--- src/rtl/user_input_pkg.sv ---
// Shared scan-code constants, parser states and the default key map for the PS/2 user-input block.
package user_input_pkg;

    localparam logic [7:0] SC_E0 = 8'hE0;
    localparam logic [7:0] SC_F0 = 8'hF0;

    localparam logic [8:0] KC_LEFT   = 9'h16B;
    localparam logic [8:0] KC_RIGHT  = 9'h174;
    localparam logic [8:0] KC_DOWN   = 9'h172;
    localparam logic [8:0] KC_ROTATE = 9'h175;
    localparam logic [8:0] KC_DROP   = 9'h029;
    localparam logic [8:0] KC_NONE   = 9'h000;

    localparam int DEF_KEY_CNT = 8;

    // Slot 0 sits in the least significant 9 bits.
    localparam logic [DEF_KEY_CNT*9-1:0] DEF_KEY_CODES = {
        KC_NONE, KC_NONE, KC_NONE, KC_DROP, KC_ROTATE, KC_DOWN, KC_RIGHT, KC_LEFT
    };

    typedef enum logic [1:0] {
        PS_IDLE,
        PS_EXT,
        PS_BRK,
        PS_EXT_BRK
    } ps_state_e;

    typedef logic [$clog2(DEF_KEY_CNT)-1:0] user_event_t;

endpackage

--- src/rtl/event_fifo_fwft.sv ---
// First-word-fall-through event queue; head is valid the cycle after the push that filled an empty queue.
// A push into a full queue is dropped and latches overflow_o, unless a pop frees the slot in the same cycle.
module event_fifo_fwft #(
    parameter int WIDTH = 3,
    parameter int DEPTH = 8,
    localparam int AW   = $clog2(DEPTH),
    localparam int CNTW = AW + 1
) (
    input  logic             clk_i,
    input  logic             rst_n_i,
    input  logic             push_i,
    input  logic [WIDTH-1:0] din_i,
    input  logic             pop_i,
    output logic [WIDTH-1:0] dout_o,
    output logic             empty_o,
    output logic             overflow_o
);

    logic [WIDTH-1:0] mem_q [DEPTH];
    logic [AW-1:0]    wr_ptr_q, wr_ptr_d;
    logic [AW-1:0]    rd_ptr_q, rd_ptr_d;
    logic [CNTW-1:0]  count_q, count_d;
    logic             ovf_q, ovf_d;
    logic             full, pop_ok, push_ok;

    always_comb begin
        full     = (count_q == CNTW'(DEPTH));
        empty_o  = (count_q == '0);
        pop_ok   = pop_i && !empty_o;
        push_ok  = push_i && (!full || pop_ok);
        wr_ptr_d = push_ok ? wr_ptr_q + AW'(1) : wr_ptr_q;
        rd_ptr_d = pop_ok  ? rd_ptr_q + AW'(1) : rd_ptr_q;
        ovf_d    = ovf_q || (push_i && !push_ok);
        count_d  = count_q;
        unique case ({push_ok, pop_ok})
            2'b10:   count_d = count_q + CNTW'(1);
            2'b01:   count_d = count_q - CNTW'(1);
            default: count_d = count_q;
        endcase
        dout_o     = empty_o ? '0 : mem_q[rd_ptr_q];
        overflow_o = ovf_q;
    end

    always_ff @(posedge clk_i) begin
        if (push_ok) begin
            mem_q[wr_ptr_q] <= din_i;
        end
    end

    always_ff @(posedge clk_i or negedge rst_n_i) begin
        if (!rst_n_i) begin
            wr_ptr_q <= '0;
            rd_ptr_q <= '0;
            count_q  <= '0;
            ovf_q    <= 1'b0;
        end else begin
            wr_ptr_q <= wr_ptr_d;
            rd_ptr_q <= rd_ptr_d;
            count_q  <= count_d;
            ovf_q    <= ovf_d;
        end
    end

endmodule

--- src/rtl/user_input_repeat.sv ---
// PS/2 make/break decoder with per-key hold tracking and auto-repeat, feeding a FWFT event queue.
// Byte strobe at t -> event visible at t+3; events pushed into a full queue are dropped (sticky overflow_o).
module user_input_repeat
    import user_input_pkg::*;
#(
    parameter int                   KEY_CNT          = DEF_KEY_CNT,
    parameter logic [KEY_CNT*9-1:0] KEY_CODES        = DEF_KEY_CODES,
    parameter int                   FIFO_DEPTH       = 8,
    parameter int                   REPEAT_DELAY_CYC = 6_250_000,
    parameter int                   REPEAT_RATE_CYC  = 2_500_000,
    localparam int                  KW               = $clog2(KEY_CNT)
) (
    input  logic               clk_i,
    input  logic               rst_n_i,
    input  logic [7:0]         ps2_key_data_i,
    input  logic               ps2_key_data_en_i,
    input  logic [KEY_CNT-1:0] repeat_en_i,
    input  logic               user_event_rd_req_i,
    output logic [KW-1:0]      user_event_o,
    output logic               user_event_ready_o,
    output logic [KEY_CNT-1:0] held_o,
    output logic               overflow_o
);

    localparam int CMAX = (REPEAT_DELAY_CYC > REPEAT_RATE_CYC) ? REPEAT_DELAY_CYC : REPEAT_RATE_CYC;
    localparam int CW   = (CMAX > 1) ? $clog2(CMAX) : 1;
    localparam logic [CW-1:0] DELAY_LD = CW'(REPEAT_DELAY_CYC - 1);
    localparam logic [CW-1:0] RATE_LD  = CW'(REPEAT_RATE_CYC - 1);

    ps_state_e state_q, state_d;
    logic       code_vld_q, code_vld_d;
    logic       code_brk_q, code_brk_d;
    logic [8:0] code_q, code_d;

    logic          match_vld_q, match_vld_d;
    logic          match_brk_q, match_brk_d;
    logic [KW-1:0] match_idx_q, match_idx_d;

    logic [KEY_CNT-1:0]         held_q, held_d;
    logic [KEY_CNT-1:0]         pend_q, pend_d;
    logic [KEY_CNT-1:0][CW-1:0] cnt_q, cnt_d;

    logic [KEY_CNT-1:0] expire, rep_req, rep_grant;
    logic               make_new, push_vld, fifo_empty;
    logic [KW-1:0]      push_idx;

    always_comb begin
        state_d    = state_q;
        code_vld_d = 1'b0;
        code_brk_d = 1'b0;
        code_d     = code_q;
        if (ps2_key_data_en_i) begin
            unique case (state_q)
                PS_IDLE: begin
                    if (ps2_key_data_i == SC_E0) begin
                        state_d = PS_EXT;
                    end else if (ps2_key_data_i == SC_F0) begin
                        state_d = PS_BRK;
                    end else begin
                        code_vld_d = 1'b1;
                        code_d     = {1'b0, ps2_key_data_i};
                    end
                end
                PS_EXT: begin
                    if (ps2_key_data_i == SC_F0) begin
                        state_d = PS_EXT_BRK;
                    end else if (ps2_key_data_i != SC_E0) begin
                        state_d    = PS_IDLE;
                        code_vld_d = 1'b1;
                        code_d     = {1'b1, ps2_key_data_i};
                    end
                end
                PS_BRK: begin
                    state_d    = PS_IDLE;
                    code_vld_d = 1'b1;
                    code_brk_d = 1'b1;
                    code_d     = {1'b0, ps2_key_data_i};
                end
                PS_EXT_BRK: begin
                    state_d    = PS_IDLE;
                    code_vld_d = 1'b1;
                    code_brk_d = 1'b1;
                    code_d     = {1'b1, ps2_key_data_i};
                end
                default: state_d = PS_IDLE;
            endcase
        end
    end

    // Descending scan so the lowest matching slot wins; empty slots never match.
    always_comb begin
        match_vld_d = 1'b0;
        match_idx_d = '0;
        match_brk_d = code_brk_q;
        for (int i = KEY_CNT - 1; i >= 0; i--) begin
            if (code_vld_q && KEY_CODES[i*9 +: 9] != KC_NONE && KEY_CODES[i*9 +: 9] == code_q) begin
                match_vld_d = 1'b1;
                match_idx_d = KW'(i);
            end
        end
    end

    always_comb begin
        expire = '0;
        for (int i = 0; i < KEY_CNT; i++) begin
            expire[i] = held_q[i] && repeat_en_i[i] && (cnt_q[i] == '0);
        end
        rep_req  = pend_q | expire;
        make_new = match_vld_q && !match_brk_q && !held_q[match_idx_q];
    end

    // A fresh make outranks repeats; ungranted repeat requests stay pending.
    always_comb begin
        push_vld  = 1'b0;
        push_idx  = '0;
        rep_grant = '0;
        if (make_new) begin
            push_vld = 1'b1;
            push_idx = match_idx_q;
        end else if (|rep_req) begin
            push_vld = 1'b1;
            for (int i = KEY_CNT - 1; i >= 0; i--) begin
                if (rep_req[i]) begin
                    push_idx = KW'(i);
                end
            end
            rep_grant[push_idx] = 1'b1;
        end
    end

    always_comb begin
        held_d = held_q;
        pend_d = rep_req & ~rep_grant;
        cnt_d  = cnt_q;
        for (int i = 0; i < KEY_CNT; i++) begin
            if (held_q[i] && repeat_en_i[i]) begin
                cnt_d[i] = (cnt_q[i] == '0) ? RATE_LD : cnt_q[i] - CW'(1);
            end
            if (match_vld_q && match_idx_q == KW'(i)) begin
                if (match_brk_q) begin
                    held_d[i] = 1'b0;
                    pend_d[i] = 1'b0;
                end else if (!held_q[i]) begin
                    held_d[i] = 1'b1;
                    cnt_d[i]  = DELAY_LD;
                end
            end
        end
    end

    always_ff @(posedge clk_i or negedge rst_n_i) begin
        if (!rst_n_i) begin
            state_q     <= PS_IDLE;
            code_vld_q  <= 1'b0;
            code_brk_q  <= 1'b0;
            code_q      <= '0;
            match_vld_q <= 1'b0;
            match_brk_q <= 1'b0;
            match_idx_q <= '0;
            held_q      <= '0;
            pend_q      <= '0;
            cnt_q       <= '0;
        end else begin
            state_q     <= state_d;
            code_vld_q  <= code_vld_d;
            code_brk_q  <= code_brk_d;
            code_q      <= code_d;
            match_vld_q <= match_vld_d;
            match_brk_q <= match_brk_d;
            match_idx_q <= match_idx_d;
            held_q      <= held_d;
            pend_q      <= pend_d;
            cnt_q       <= cnt_d;
        end
    end

    event_fifo_fwft #(
        .WIDTH (KW),
        .DEPTH (FIFO_DEPTH)
    ) u_fifo (
        .clk_i      (clk_i),
        .rst_n_i    (rst_n_i),
        .push_i     (push_vld),
        .din_i      (push_idx),
        .pop_i      (user_event_rd_req_i),
        .dout_o     (user_event_o),
        .empty_o    (fifo_empty),
        .overflow_o (overflow_o)
    );

    assign user_event_ready_o = !fifo_empty;
    assign held_o             = held_q;

endmodule

--- config.mk ---
export PLATFORM = sky130hd
export DESIGN_NAME = user_input_repeat
export DESIGN_NICKNAME = d
export VERILOG_FILES = /design/src/rtl/user_input_pkg.sv /design/src/rtl/event_fifo_fwft.sv /design/src/rtl/user_input_repeat.sv
export SDC_FILE = /design/constraint.sdc
export NUM_CORES = 1
export LEC_CHECK = 0
export ABC_CLOCK_PERIOD_IN_PS = 8300
export CORE_UTILIZATION = 65
export CTS_CLUSTER_DIAMETER = 150
export DETAILED_ROUTE_END_ITERATION = 10
export HOLD_SLACK_MARGIN = 0.15
export PLACE_DENSITY_LB_ADDON = 0.25
export SYNTH_ARGS = -nofsm -noshare
export SYNTH_HDL_FRONTEND = slang
export SYNTH_SLANG_ARGS = --single-unit
--- constraint.sdc ---
create_clock -name clk_i -period 8.3 [get_ports clk_i]
set_input_delay 1.66 -clock clk_i [delete_from_list [all_inputs] [get_ports clk_i]]
set_output_delay 1.66 -clock clk_i [all_outputs]
set_load 0.005 [all_outputs]
# Word-level counts from Yosys, hierarchy flattened
# Memories as Yosys holds them, arrays and structs flattened.
# Cells that the tools add are included.
[classes]
bitwise_logic = 3
n_eq_ne = 27
add_sub_neg = 12
muxes = 109
n_reduce_logical = 58
magnitude_cmp = 3
[op_table]
columns = ["op", "n"]
rows = [
  ["2-to-1 mux 23 bit", 40],
  ["zero test 23 bit", 8],
  ["subtractor 23 x 1 -> 23 bit, second input constant", 8],
  ["2-to-1 mux 3 bit", 18],
  ["== test 9 bit, first input constant", 4],
  ["2-to-1 mux 9 bit", 4],
  ["one-hot mux 9 bit (4 select lines)", 1],
  ["logical AND 1 bit", 35],
  ["2-to-1 mux 1 bit", 35],
  ["== test 8 bit, second input constant", 2],
  ["2-to-1 mux 8 bit", 2],
  ["== test 3 bit, second input constant", 4],
  ["== test 6 x 9 -> 1 bit, first input constant", 1],
  ["AND 8 bit", 1],
  ["< comparator 3 x 4 -> 1 bit, second input constant", 2],
  ["2-to-1 mux 2 bit", 4],
  ["inequality test 2 bit, second input constant", 4],
  ["inequality test 8 bit, second input constant", 1],
  ["NOT 8 bit", 1],
  ["OR 8 bit", 1],
  ["one-hot mux 4 bit (2 select lines)", 1],
  ["OR reduction 8 bit", 1],
  ["adder 3 x 1 -> 3 bit, second input constant", 2],
  ["== test 2 bit, second input constant", 3],
  ["21 further kinds", 29],
]
[word_totals]
output_inout_bits = 13
in_bits = 20
regBits = 229
mem_bits_rw = 24
n_memories = 1
[memory_table]
columns = ["memory", "words", "word_bits", "read_ports", "rd_clocked_by_memory_dff", "write_ports", "line", "text"]
rows = [
  ["u_fifo.mem_q", 8, 3, 1, 0, 1, "event_fifo_fwft.sv:19", "logic [WIDTH-1:0] mem_q [DEPTH];"],
]

# Depth between registers and ports, before layout
# Gate-level depths: netlist of the first run.
[depth]
ltp_word = 23
ltp_mapped = 14

# Cells and area by module
# Synthesis of the first run repeated with hierarchy kept, for this count alone.
[unflattened]
cells_unflattened = 1240
hier_area_um2 = 12649.6
[by_module_without_submodules]
columns = ["mod", "area_per_inst_um2", "n_inst", "cells_per_inst"]
rows = [
  ["user_input_repeat", 11075.6, 1, 1139],
  ["event_fifo_fwft", 1574.0, 1, 101],
]

# Worst setup path after synthesis of the first run
# Ideal clock, no wire load.
[synth_timing]
path_type = "input to register"
from = "input port repeat_en_i[6]"
to = "register u_fifo.count_q[3]"
stages = 12
arrival_ns = 3.991
setup_time_ns = 0.128
path_buffers = 0
setup_slack_ns = 4.181
required_time_ns = 8.172
path_cell_list = "and3b_1 > and3b_1 > a41o_1 > nor4_1 > nand4_2 > inv_1 > ha_1 > a21o_1 > a21o_1 > and3_1 > o2bb2ai_1 > xor2_1"
[synth_via]
elab_chain_cells = 9
word_cells_on_any_way = 11
classes_between = "eq/ne: 2; mux: 3; bitwise: 1; reduce/logical: 5"
[synth_rtl]
columns = ["element", "line", "text"]
rows = [
  ["start: declaration", "user_input_repeat.sv:17", "input logic [KEY_CNT-1:0] repeat_en_i,"],
  ["logical AND 1 bit * (2 in series)", "user_input_repeat.sv:106", "expire[i] = held_q[i] && repeat_en_i[i] && (cnt_q[i] == '0);"],
  ["OR 8 bit *", "user_input_repeat.sv:108", "rep_req = pend_q | expire;"],
  ["OR reduction 8 bit *", "user_input_repeat.sv:120", "end else if (|rep_req) begin"],
  ["2-to-1 mux 1 bit *", "user_input_repeat.sv:120", ""],
  ["2-to-1 mux 1 bit *", "user_input_repeat.sv:117", "if (make_new) begin"],
  ["logical AND 1 bit *", "event_fifo_fwft.sv:30", "push_ok = push_i && (!full || pop_ok);"],
  ["== test 2 x 1 -> 1 bit or == test 2 bit (tied branches)", "event_fifo_fwft.sv:35", "unique case ({push_ok, pop_ok})"],
  ["one-hot mux 4 bit (2 select lines) or nonzero test 2 bit (tied branches)", "n/a", ""],
  ["end signal: assignment", "event_fifo_fwft.sv:59", "count_q <= count_d;"],
  ["end: declaration", "event_fifo_fwft.sv:22", "logic [CNTW-1:0] count_q, count_d;"],
]
# Every way passes the cells marked *; elsewhere a longest branch is shown, timed or not.
# A chain may end at the register's enable or synchronous reset.

# Worst setup path in the final report of the first run
[layout_timing]
from = "input port repeat_en_i[5]"
to = "register u_fifo.count_q[3]"
# Same word-level chain as after synthesis.

==> results of run 1 <==
[power by group]
part / internal, uW / switching (uW)
combinational: 132 / 121
sequential: 1300 / 76.1
clock: 793 / 487
[state kept, by name, summed over array words and instances (netlist names)]
register           cells
u_fifo.rd_ptr_q        3
match_idx_q            3
match_brk_q            1
match_vld_q            1
cnt_q                184
code_q                 9
u_fifo.wr_ptr_q        3
code_brk_q             1
held_o                 8
u_fifo.count_q         4
pend_q                 8
u_fifo.overflow_o      1
code_vld_q             1
u_fifo.mem_q          24
state_q                2
[worst register-to-register path: stages, from the launching register on]
cell and delay (ps):
dfrtp_1 410, inv_1 130, ha_1 180, or4b_2 580, nor4_1 500, and2_1 520
nor4b_2 200, nand4_2 190, inv_1 90, ha_1 290, a21o_1 170, a21o_1 180
and3_1 180, o2bb2ai_1 140, xor2_1 160
[cells by family (layout without fill, tap and decap cells)]
logic type	after synthesis	after routing	share of synthesized area (%)
buffers and inverters	68	125	2.14
adders and majority gates	21	21	2.14
and+or+nand+nor	561	561	23.1
muxes	18	18	2.36
AOI/OAI and AO/OA	171	171	8.07
xor gates and xnor gates	162	162	11.2
DFF	253	253	51.0
[layout make-up]
class                   count  share of cell area [%]
flip-flops and latches    253                    45.4
clock inverters            16                    1.49
multi-input cells         933                    41.8
repair buffers             41                    2.77
well taps                 260                    2.29
clock buffers              32                    5.25
inverters                  36                   0.952
[cells in the final DEF, fill, tap and decap left out, types with 8 or more instances in the layout]
master / synthesis / final
o21ai_0: 83 / 83
buf_4: 0 / 9
nor2b_1: 9 / 9
nand2_1: 153 / 153
nor2_1: 108 / 108
nor3_1: 80 / 80
ha_1: 20 / 20
mux4_2: 9 / 9
nor4_1: 42 / 41
or4_1: 22 / 22
nand3_1: 30 / 30
or2_2: 9 / 9
nand4_1: 8 / 8
dfrtp_1: 229 / 229
inv_1: 35 / 35
and2_1: 11 / 11
a21oi_1: 46 / 46
edfxtp_1: 24 / 24
clkbuf_16: 0 / 28
xnor2_1: 109 / 109
or3_1: 31 / 31
xor2_1: 53 / 53
clkdlybuf4s50_1: 0 / 31
[path summary, 6_finish.rpt]
| path | slack [ps] | end | startpoint |
|---|---|---|---|
| setup / recovery | 3800 | u_fifo.count_q[3]$_DFFE_PN0P_ | repeat_en_i[5] |
| setup reg to reg | 4260 | u_fifo.count_q[3]$_DFFE_PN0P_ | cnt_q[0]$_DFF_PN0_ |
| hold reg to reg | 350 | match_brk_q$_DFF_PN0_ | code_brk_q$_DFF_PN0_ |
| max in group asynchronous | 5810 | pend_q[6]$_DFF_PN0_ | rst_n_i |
| hold / removal | 350 | match_brk_q$_DFF_PN0_ | code_brk_q$_DFF_PN0_ |
| min in group asynchronous | 1240 | cnt_q[96]$_DFF_PN0_ | rst_n_i |
[per-layer routing]
metal	routed length, um	GRT usage, %	part of all wire (%)
met3	1220	3.31	4.6
met4	657	7.53	2.5
met1	11800	38.6	44
met2	13100	47.7	49
met5	0	0	0
[per-stage QoR]
step | worst slack [ps] | total power [uW] | hold WS [ps] | area (um2) | std cells
floorplan | 4180 | 1540 | 331 | 12600 | 1254
global placement | 3470 | 1630 | 338 | 13200 | 1523
detailed placement | 3370 | 1640 | 337 | 13200 | 1523
CTS | 3850 | 2930 | 351 | 14200 | 1571
global route | 3600 | 3010 | 372 | 14200 | 1571
finish | 3800 | 2910 | 350 | 14200 | 1571
==> summary.txt, run 1 <==
Run status
  • Outcome: complete, no violations

Clock network
  • Root buf cell: clkbuf_16
  • Num CTS Buffers: 26
  • Post-CTS Resized: 0
  • Maximum buffer depth of the clock tree: 3
  • H-tree Lvls: 1
  • Clock latency on the worst-skew pair: 530 ps
  • Clk pin slew, worst setup/hold paths: 60 ps
  • Number of clock sinks: 253
  • Postcts setup bufs: 0
  • CTS tree: done
  • Hold_buf cts: 0

Routing
  • Pre-antenna DRT Iters: 6
  • Wirelength, routed: 26,800 um
  • Residual DRC: 0
  • WL/cell: 17.0 um
  • Routed via count: 9,429
  • Vias per std cell: 6.00
  • Initial DRC count: 547
  • Antenna-violating nets left: 0

STA
  • Final setup fails: 0
  • RSZ-0062 raised after global routing: no
  • Worst Tran Pin Value: 1230 ps
  • Fmax: 222 MHz
  • Post-Route Setup TNS: 0 ps
  • Final min period: 4500 ps
  • Max-Slew Margin vs Limit: 17.7%
  • Fin. max-slew vios: 0
  • Clock skew: 7.93 ps
  • Tcrit/Tclk final: 54.2%
  • Final Hold Violating Endpoints: 0

Floorplan
  • Die Y: 141 um
  • I/O Pins: 33
  • Starting Density: 66.9%
  • Die area: 20,000 um2
  • Core area: 18,900 um2
  • Row cnt: 50
  • Die span in x: 141 um

Logic synthesis
  • Post-Syn Area per Cell: 10.1 um2
  • Cell with the most instances after synthesis: dfrtp_1
  • Yosys warns: 0
  • Cell area after synthesis: 12,600 um2
  • Main synth FF type: dfrtp_1
  • Seq/Total Area, Yosys: 51.0%
  • Number of flops mapped to enable cells by yosys: 24
  • Area share of the largest cell type after synthesis: 45.3%
  • Netlist cell types: 72
  • Mapped Cells: 1,254
  • Syn Nets: 1,295
  • Top cells by count, synth: dfrtp_1 (229), nand2_1 (153), xnor2_1 (109)
  • Biggest area consumer among synthesized cells: dfrtp_1
  • FFs w/ async S/R, synth: 90.5%
  • Largest cells by area after synthesis: dfrtp_1 (45%), xnor2_1 (7.6%), edfxtp_1 (5.7%)
  • Yosys reg bits: 253

Placed design
  • I/O Buffers: 32
  • HPWL after DPL: 18,000 um
  • Placer Congestion: 0.849

Global route
  • Grt ovf: 0
  • Initial antenna violation count: 0
  • Gr usage total: 28.1%
  • Vias in the first global route: 9,427
  • First-pass GRT wire length: 45,500 um
  • Largest net degree at the start of global routing: 129

Setup path
  • WS Path Type: input port to flop
  • Cell mode on critical path: a21o_1
  • Arrival @ worst endpoint: 4900 ps
  • Buf+Inv Stages, Crit Path: 2
  • WP depth: 13
  • Delay-heaviest family, CP: simple AND/OR/NAND/NOR gates
  • Max FO, Critical Path: 5
  • Crit end category: flop
  • Worst path slowest cell: nor4_1
  • Slowest stage delay, CP: 720 ps
  • CP Launch Type: input port
  • CP Data Required Time: 8700 ps
  • Cells on worst reg2reg path: 14
  • Cells along the critical path: clkdlybuf4s50_1 > and3b_1 > nand3b_1 > o41ai_2 > nor4_1 > nand4_2 > inv_1 > ha_1 > a21o_1 > a21o_1 > and3_1 > o2bb2ai_1 > xor2_1

Cells and area
  • Sequential cell area: 6450 um2
  • Multi-input combinational cell area: 5930 um2
  • Fin util: 75.1%
  • Layout cells sized above 1: 8.01%
  • Area delta synth->final: 12.3%
  • Diodes inserted: 0
  • Layout filler cell count: 1,296
  • # nets final: 1,332

Pwr
  • Power Density: 205 nW/um2
  • Worst VDD drop: 221 uV
  • Leak pwr: 0.00588 uW

Flow run
  • Max Cap Viol: 0

Hold path
  • Hold path cells: 0
  • Hold/Removal Path Class: flop to flop
Note: power is estimated with default switching activity, not from simulation.
==> run 2: changes to the inputs <==
ABC_CLOCK_PERIOD_IN_PS = 4000   (was 8300)
CORE_UTILIZATION = 56   (was 65)
clock period = 4 ns   (was 8.3 ns; I/O delays follow)
==> run 2 against run 1 <==
Via count decreased by 1.9%. Global-route usage decreased by 4.5 points. First-iteration DRC count increased by 17%. Routed wire length decreased by 1.7%. Total power increased by 110%. Worst setup slack got worse by 3500 ps. Sequential cell count unchanged. Sequential power increased by 110%. Largest power group unchanged. The flow now finishes with violations (DRC).
==> summary.txt, run 2 (synthesized netlist as in run 1, its figures left out) <==
Cells and area
  • Largest Register: cnt_q
  • Flip-flop count of the largest register after layout: 184 (unchanged)
  • Commonest non-fill, non-tap cell in the layout: dfrtp_1
  • Layout filler cell count: 1,723 (+33%)
  • Multi-input combinational cell area: 5930 um2 (-0.11%)
  • Commonest cells after routing, fill and taps aside: dfrtp_1 (229), nand2_1 (153), xnor2_1 (109)
  • # nets final: 1,348 (+1.2%)
  • Area delta synth->final: 13.3%
  • Biggest regs: cnt_q x184, u_fifo.mem_q x24, code_q x9
  • Diodes inserted: 0 (unchanged)
  • Sequential cell area: 6450 um2 (unchanged)
  • Layout cells sized above 1: 8.67% (+0.66 points)

Setup path
  • Crit Reg-Reg Endpoint: u_fifo.count_q[3]$_DFFE_PN0P_
  • R2R Setup Slk: 310 ps (-3950 ps)
  • CP Data Required Time: 4420 ps (-4280 ps)
  • Crit end category: flop
  • WS Path Type: flop to flop
  • Max FO, Critical Path: 4 (-1)
  • Critical R2R Launch: cnt_q[109]$_DFF_PN0_
  • Cells on worst reg2reg path: 12 (-2)
  • Arrival @ worst endpoint: 4110 ps (-790 ps)
  • CP Launch Type: flop

Floorplan
  • Die area: 23,200 um2 (+16%)
  • Starting Density: 57.6% (-9.3 points)
  • I/O Pins: 33 (unchanged)
  • Core area: 22,000 um2 (+16%)
  • Die Y: 152 um (+7.6%)
  • Row cnt: 54 (+8.0%)
  • Die span in x: 152 um (+7.6%)

STA
  • Fmax: 271 MHz
  • Post-Route Setup TNS: 0 ps (unchanged)
  • Clock skew: 18.9 ps (+11.0 ps)
  • RSZ-0062 raised after global routing: no
  • Final Hold Violating Endpoints: 0 (unchanged)
  • Worst Tran Pin Value: 1070 ps (-164 ps)
  • Final setup fails: 0 (unchanged)
  • Fin. max-slew vios: 0 (unchanged)
  • Max-Slew Margin vs Limit: 28.3% (+11 points)
  • Setup WS post-layout: 305 ps (-3500 ps)
  • Final min period: 3690 ps
  • Tcrit/Tclk final: 92.4%

Clock network
  • CTS tree: done
  • Clock latency on the worst-skew pair: 540 ps (about the same)
  • Maximum buffer depth of the clock tree: 3 (unchanged)
  • Post-CTS Resized: 0 (unchanged)
  • Root buf cell: clkbuf_16
  • Num CTS Buffers: 28 (+7.7%)
  • Hold_buf cts: 0 (unchanged)
  • Postcts setup bufs: 0 (unchanged)
  • H-tree Lvls: 1 (unchanged)
  • Clk pin slew, worst setup/hold paths: 60 ps (about the same)
  • Number of clock sinks: 253 (unchanged)

Routing
  • Routed via count: 9,252 (-1.9%)
  • Antenna-violating nets left: 0 (unchanged)
  • Wirelength, routed: 26,300 um (-1.7%)
  • Residual DRC: 2 (+2)
  • Initial DRC count: 639 (+17%)
  • WL/cell: 16.4 um (-3.9%)
  • Vias per std cell: 5.76 (-4.1%)
  • Pre-antenna DRT Iters: 8 (+2)

Placed design
  • Placer Congestion: 0.804 (-5.3%)
  • HPWL after DPL: 18,100 um (+0.43%)
  • Dpl ws: 125 ps (-3240 ps)
  • I/O Buffers: 32 (unchanged)

Global route
  • Grt ovf: 0 (unchanged)
  • Gr usage total: 23.6% (-4.5 points)
  • Largest net degree at the start of global routing: 95 (-26%)
  • Initial antenna violation count: 0 (unchanged)
  • First-pass GRT wire length: 45,400 um (about the same)
  • Vias in the first global route: 9,243 (-2.0%)

Flow run
  • Max Cap Viol: 0 (unchanged)

Pwr
  • Power Density: 420 nW/um2 (+110%)
  • Worst VDD drop: 336 uV (+52%)
  • Leak pwr: 0.00596 uW (+1.3%)

Hold path
  • Hold/Removal Path Class: input port to async pin

Run status
  • Violated checks: DRC
  • Outcome: complete, but fails checks
[run 2: cell types whose count changed in the layout (fill, tap and decap cells not counted), sizes merged]
cell	delta
buf	+14
clkinv	-1
bufinv	-1
clkinvlp	-3
clkbuf	+7
[run 2: per-stage QoR]
step           total power (uW)  util, %  hold WS, ps  cell area (um2)  std cells
2_1_floorplan              3190        -          331            12600       1254
3_3_place_gp               3390     60.9          348            13400       1557
3_5_place_dp               3430     60.9          348            13400       1557
4_1_cts                    6080     65.2          318            14300       1607
5_1_grt                    6260     65.2          337            14300       1607
6_report                   6020     65.2          271            14300       1607
[run 2: how the worst max path moves through the flow]
stage                     slack, ps  cells after the start                       endpoint            startpoint
after floorplan                 520                     12  u_fifo.count_q[3]$_DFFE_PN0P_  cnt_q[109]$_DFF_PN0_
after global placement          220                     13  u_fifo.count_q[3]$_DFFE_PN0P_        repeat_en_i[4]
final                           310                     12  u_fifo.count_q[3]$_DFFE_PN0P_  cnt_q[109]$_DFF_PN0_
after CTS                       310                     12  u_fifo.count_q[3]$_DFFE_PN0P_  cnt_q[109]$_DFF_PN0_
after detailed placement        120                     13  u_fifo.count_q[3]$_DFFE_PN0P_        repeat_en_i[4]
after global routing            210                     12  u_fifo.count_q[3]$_DFFE_PN0P_  cnt_q[108]$_DFF_PN0_
[run 2: final cells by class]
class / count / area share (%)
inverter: 36 / 0.943
clock inverter: 11 / 1.08
tap: 280 / 2.45
multi-input combinational: 933 / 41.4
sequential: 253 / 45.0
timing repair buffer: 55 / 3.56
clock buffer: 39 / 5.54
[run 2: critical path, cell delays in order (launching register included)]
cell and delay (ps):
dfrtp_1 410, or4_4 560, or4_4 570, o41ai_4 570, nor4_1 200, nand4_2 150
inv_1 70, ha_1 270, a21o_1 150, a21o_1 190, and3_1 190, o2bb2ai_1 130
xor2_1 140
[run 2: metal layers]
layer	global-route usage [%]	vias up	wire length, um
li1	-	4521	-
met1	33.7	4461	12200
met2	38.5	225	12400
met3	2.84	45	1220
met4	5.93	0	494
met5	0	-	0
[run 2: report_power, final]
part           internal [uW]  switching, uW  total, uW
Combinational            283            249        532
Clock                   1630            999       2630
Sequential              2700            158       2850
Total                   4610           1410       6020
==> run 3: changes to the inputs <==
ABC_AREA = 1   (was unset)
ABC_CLOCK_PERIOD_IN_PS = 4500   (was 4000)
CORE_UTILIZATION = 65   (was 56)
clock period = 4.5 ns   (was 4 ns; I/O delays follow)
==> run 3 against run 2 <==
The flow now finishes without violations. Clock power decreased by 7%. Routed wire length is 31% higher. Critical path depth down 6. Worst setup slack gained 810 ps. Utilization increased by 9.0 points. Die area shrank 0.77%. Non-clock buffer count decreased by 18. Register-to-register slack better by 1200 ps. Total power decreased by 7.5%. Clock-buffer cell count fell by 3. Sequential cell count did not move.
==> summary.txt, run 3 <==
Global route
  • First-pass GRT wire length: 58,300 um (+28%)
  • Grt ovf: 0 (unchanged)
  • Initial antenna violation count: 0 (unchanged)
  • Largest net degree at the start of global routing: 103 (+8.4%)
  • Gr usage total: 31.1% (+7.5 points)
  • Vias in the first global route: 12,400 (+34%)

Clock network
  • Root buf cell: clkbuf_16
  • H-tree Lvls: 1 (unchanged)
  • Post-CTS Resized: 0 (unchanged)
  • CTS tree: done
  • Num CTS Buffers: 29 (+3.6%)
  • Maximum buffer depth of the clock tree: 3 (unchanged)
  • Clk pin slew, worst setup/hold paths: 60 ps (about the same)
  • Number of clock sinks: 253 (unchanged)
  • Postcts setup bufs: 0 (unchanged)
  • Clock latency on the worst-skew pair: 530 ps (about the same)
  • Hold_buf cts: 0 (unchanged)

Cells and area
  • Commonest cells after routing, fill and taps aside: nand2_1 (390), nor2_1 (357), inv_1 (280)
  • Layout filler cell count: 1,678 (-2.6%)
  • Area delta synth->final: 11.6%
  • Commonest non-fill, non-tap cell in the layout: nand2_1
  • Flip-flop count of the largest register after layout: 184 (unchanged)
  • Layout cells sized above 1: 7.94% (-0.72 points)
  • Multi-input combinational cell area: 6920 um2 (+17%)
  • Diodes inserted: 0 (unchanged)
  • Biggest regs: cnt_q x184, u_fifo.mem_q x24, code_q x9
  • Fin util: 74.2% (+9.0 points)
  • Largest Register: cnt_q
  • Sequential cell area: 6450 um2 (unchanged)
  • # nets final: 2,059 (+53%)

Floorplan
  • I/O Pins: 33 (unchanged)
  • Row cnt: 54 (unchanged)
  • Die area: 23,000 um2 (-0.77%)
  • Die Y: 152 um (-0.38%)
  • Core area: 21,900 um2 (-0.31%)
  • Die span in x: 152 um (-0.38%)
  • Starting Density: 66.5% (+8.9 points)

STA
  • Final min period: 3390 ps
  • Max-Slew Margin vs Limit: 35.8% (+7.5 points)
  • Clock skew: 11.5 ps (-7.37 ps)
  • Fin. max-slew vios: 0 (unchanged)
  • Worst Tran Pin Value: 953 ps (-115 ps)
  • Fmax: 295 MHz
  • Tcrit/Tclk final: 75.3%
  • Final Hold Violating Endpoints: 0 (unchanged)
  • Final setup fails: 0 (unchanged)
  • RSZ-0062 raised after global routing: no
  • WHS: 352 ps (+80.5 ps)
  • Setup WS post-layout: 1110 ps (+807 ps)
  • Post-Route Setup TNS: 0 ps (unchanged)

Setup path
  • Cells on worst reg2reg path: 22 (+10)
  • Crit path to: user_event_o[2]
  • Arrival @ worst endpoint: 2490 ps (-1620 ps)
  • CP Launch Type: flop
  • WS Path Type: flop to output pin
  • Critical R2R Launch: held_o[3]$_DFFE_PN0P_
  • Max FO, Critical Path: 14 (+10)
  • CP Data Required Time: 3600 ps (-820 ps)
  • Worst setup path startpoint: u_fifo.rd_ptr_q[0]$_DFFE_PN0P_
  • R2R Setup Slk: 1490 ps (+1180 ps)
  • Crit Reg-Reg Endpoint: u_fifo.count_q[3]$_DFFE_PN0P_
  • Crit end category: output pin

Logic synthesis
  • Yosys warns: 0 (unchanged)
  • Netlist cell types: 56 (-22%)
  • Biggest area consumer among synthesized cells: dfrtp_1
  • Post-Syn Area per Cell: 7.41 um2 (-27%)
  • Syn Nets: 2,006 (+55%)
  • Number of flops mapped to enable cells by yosys: 24 (unchanged)
  • FFs w/ async S/R, synth: 90.5% (unchanged)
  • Seq/Total Area, Yosys: 44.3% (-6.7 points)
  • Largest cells by area after synthesis: dfrtp_1 (39%), nand2_1 (10%), nor2_1 (9.2%)
  • Mapped Cells: 1,965 (+57%)
  • Main synth FF type: dfrtp_1
  • Area share of the largest cell type after synthesis: 39.4% (-6.0 points)
  • Top cells by count, synth: nand2_1 (390), nor2_1 (357), inv_1 (280)
  • Cell area after synthesis: 14,600 um2 (+15%)
  • Yosys reg bits: 253 (unchanged)
  • Cell with the most instances after synthesis: nand2_1

Placed design
  • I/O Buffers: 32 (unchanged)
  • Placer Congestion: 0.972 (+21%)
  • Dpl ws: 734 ps (+610 ps)
  • HPWL after DPL: 25,300 um (+40%)

Routing
  • Residual DRC: 0 (-2)
  • Wirelength, routed: 34,500 um (+31%)
  • Pre-antenna DRT Iters: 5 (-3)
  • Initial DRC count: 799 (+25%)
  • WL/cell: 14.9 um (-9.1%)
  • Routed via count: 13,100 (+41%)
  • Antenna-violating nets left: 0 (unchanged)
  • Vias per std cell: 5.63 (-2.2%)

Pwr
  • Net Switching: 1390 uW (-1.5%)
  • Total Power: 5560 uW (-7.5%)
  • Worst VDD drop: 333 uV (-0.64%)
  • Clk pwr share: 43.9% (+0.2 points)
  • Comb pwr share: 11.3% (+2.5 points)
  • Sequential share of power: 44.8% (-2.6 points)
  • Power Density: 343 nW/um2 (-18%)
  • Leak pwr: 0.00751 uW (+26%)
  • Net Sw Frac: 24.9% (+1.5 points)
  • Int Pwr: 4180 uW (-9.3%)

Hold path
  • Hold_sp: code_brk_q$_DFF_PN0_
  • Hold/Removal Path Class: flop to flop

Run status
  • Outcome: complete, no violations

Flow run
  • Max Cap Viol: 0 (unchanged)
[run 3: critical path: stages (launching register included)]
cell and delay, ps:
dfrtp_1 520, inv_1 340, nor2_1 80, o22ai_1 170, o21ai_0 100, a31oi_1 210
clkdlybuf4s50_1 540
[run 3: per-stage QoR]
stage / area [um2] / std cells
2_1_floorplan: 14600 / 1965
3_3_place_gp: 15200 / 2267
3_5_place_dp: 15200 / 2267
4_1_cts: 16200 / 2320
5_1_grt: 16200 / 2320
6_report: 16200 / 2320
[run 3: cell type report]
type | count | share of cell area (%)
repair buffers | 37 | 2.39
clock buffers | 36 | 4.87
clock inverters | 17 | 1.33
inverters | 294 | 6.94
well taps | 280 | 2.16
flip-flops and latches | 253 | 39.7
multi-input cells | 1403 | 42.6
[run 3: worst min path at each step]
stage                                 end  slack (ps)  cells after the start
finish              match_brk_q$_DFF_PN0_         350                      0
CTS                 match_brk_q$_DFF_PN0_         360                      0
global route        match_brk_q$_DFF_PN0_         370                      0
detailed placement  match_brk_q$_DFF_PN0_         340                      0
floorplan           match_brk_q$_DFF_PN0_         330                      0
global placement    match_brk_q$_DFF_PN0_         340                      0
[run 3: power groups by stage]
stage / clock, uW / sequential [uW] / combinational, uW
floorplan: 0 / 2500 / 404
CTS: 2480 / 2490 / 630
finish: 2440 / 2490 / 627
global placement: 0 / 2530 / 595
detailed placement: 0 / 2530 / 622
global route: 2570 / 2510 / 721
[run 3: cell families after synthesis]
family	after synthesis	synth area share [%]
AO/OA/AOI/OAI	209	8.02
XOR/XNOR	41	2.47
adder cells (fa/ha/maj)	21	1.86
buffers and inverters	309	8.15
flip-flops	253	44.3
multiplexers	1	0.0773
AND/OR/NAND/NOR	1131	35.1
[run 3: per-layer routing]
layer,vias up,global-route usage [%],wire length (um)
met5,-,0,0
met4,0,9.41,935
met3,83,3.29,2200
met2,494,50.7,16000
met1,6049,43.8,15400
li1,6438,-,-
==> RTL change: new RTL, flow settings as in run 2 <==
`FIFO_DEPTH`: 8 -> 16.
--- a/src/rtl/user_input_repeat.sv
+++ b/src/rtl/user_input_repeat.sv
@@ -5,7 +5,7 @@
 #(
     parameter int                   KEY_CNT          = DEF_KEY_CNT,
     parameter logic [KEY_CNT*9-1:0] KEY_CODES        = DEF_KEY_CODES,
-    parameter int                   FIFO_DEPTH       = 8,
+    parameter int                   FIFO_DEPTH       = 16,
     parameter int                   REPEAT_DELAY_CYC = 6_250_000,
     parameter int                   REPEAT_RATE_CYC  = 2_500_000,
     localparam int                  KW               = $clog2(KEY_CNT)
Check against the original RTL: same outputs for any inputs over 4 cycles, from zero or initial values and one cycle with rst_n_i low; that may be too few to reach the edited logic, so the function may still have changed.
==> RTL change against run 2 <==
Sequential share of layout area is 1.1 points higher. Synthesized area is 9.4% higher. Sequential cell count is 27 higher. Setup slack better by 0.0056 ns. Routed wire length is 7.6% higher. Core utilization is 0.41 points lower. Clock power is 7% higher. Sequential power is 11% higher. Final area is 9.7% higher. Cell count is 7.6% higher. Power is 11% higher. Critical endpoint is now u_fifo.count_q[4]. Critical path depth is 1 higher.
==> RTL change: results (changes against run 2) <==
invs w/o clock=31 (was 36); initial drt markers=678 (was 639); Clock Network Area Fraction=6.37% (was 6.62%); Pre-antenna DRT Iters=4 (was 8); Clock Power=2810 uW (was 2630 uW); Adder-Cell Fraction of Synth Area=2.32% (was 2.14%); antenna viol nets, final=0 (unchanged); total track usage=23.2% (was 23.6%); total wire length=28,300 um (was 26,300 um); status=complete, no violations (was finished, violations left); max incr delay on CP=0.59 ns (was 0.57 ns); Seq area share=46.1% (was 45.0%); TritonCTS Buffers=29 (was 28); Combinational Power Share=10.5% (was 8.8%); layout cells sized above 1=10.5% (was 8.67%); gpl congestion=0.862 (was 0.804); measured slew at the worst slew-check pin=1.02 ns (was 1.07 ns); maximum VDD drop=0.390 mV (was 0.336 mV); Critical Path End=u_fifo.count_q[4] (was u_fifo.count_q[3]); Pleak=0.00641 uW (was 0.00596 uW); hold_ws=0.302 ns (was 0.271 ns); dpl hpwl=19,600 um (was 18,100 um); Compound-Gate Fraction of Synth Area=8.24% (was 8.07%); vias in the first global route=10,000 (was 9,243); Syn Inst Count=1,316 (was 1,254); Die X=159 um (was 152 um); multi-input gates=969 (was 933); multi-input combinational area share=40.1% (was 41.4%); Commonest cells post-synth=dfrtp_1 (232), nand2_1 (137), nor2_1 (111) (was dfrtp_1 (229), nand2_1 (153), xnor2_1 (109)); Plain + repair buffers=72 (was 55); comb pwr=701 uW (was 532 uW); crit-path max FO=5 (was 4); non-filler cells, final=1,729 (was 1,607); sequential area share after synthesis=52.4% (was 51.0%); DP Area=14,700 um^2 (was 13,400 um^2); Reg2Reg Depth=13 (was 12); min cycle time layout=3.69 ns (about the same); synth top area cells=dfrtp_1 (42%), edfxtp_1 (10%), xnor2_1 (6.3%) (was dfrtp_1 (45%), xnor2_1 (7.6%), edfxtp_1 (5.7%)); CTS Sinks=280 (was 253); worst skew pair latency=0.54 ns (about the same); largest net degree at the start of global routing=114 (was 95); first-pass GRT wire length=48,900 um (was 45,400 um); Place WS=0.0220 ns (was 0.125 ns); Crit path depth=13 (was 12); Clock Skews=0.00857 ns (was 0.0189 ns); CLK BUF=32 (was 39); Final non-clock buffer share=4.06% (was 3.56%); worst r2r src=cnt_q[171] (was cnt_q[109]); Fill cells=1,909 (was 1,723); Largest regs=cnt_q (184), u_fifo.mem_q (48), code_q (9) (was cnt_q (184), u_fifo.mem_q (24), code_q (9)); EDFF count, synth=48 (was 24)
-- RTL change: changes by cell type after synthesis, moves of 7 or more --
cell / run 2 / this run
xnor2_1: 109 / 100
or3_1: 31 / 41
and3_1: 6 / 18
a31oi_1: 2 / 10
nor3_1: 80 / 66
o21ai_0: 83 / 94
nand2_1: 153 / 137
edfxtp_1: 24 / 48
nand4_1: 8 / 15
mux4_2: 9 / 16
-- RTL change: layer usage --
layer	part of all wire [%]	up-vias	routed length [um]	GRT usage, %
li1	-	4861	-	-
met2	47	173	13300	37.6
met3	3.7	48	1040	3.52
met1	47	4894	13300	32.9
met5	0	-	0	0
met4	2.3	0	652	6.16
-- RTL change: worst reg2reg max path: cells and delay by family (launching register included) --
family,cells,cell delay (ns)
AOI/OAI and AO/OA,4,0.84
buffers and inverters,1,0.08
adders and majority gates,1,0.32
and+or+nand+nor,7,1.95
DFF,1,0.42
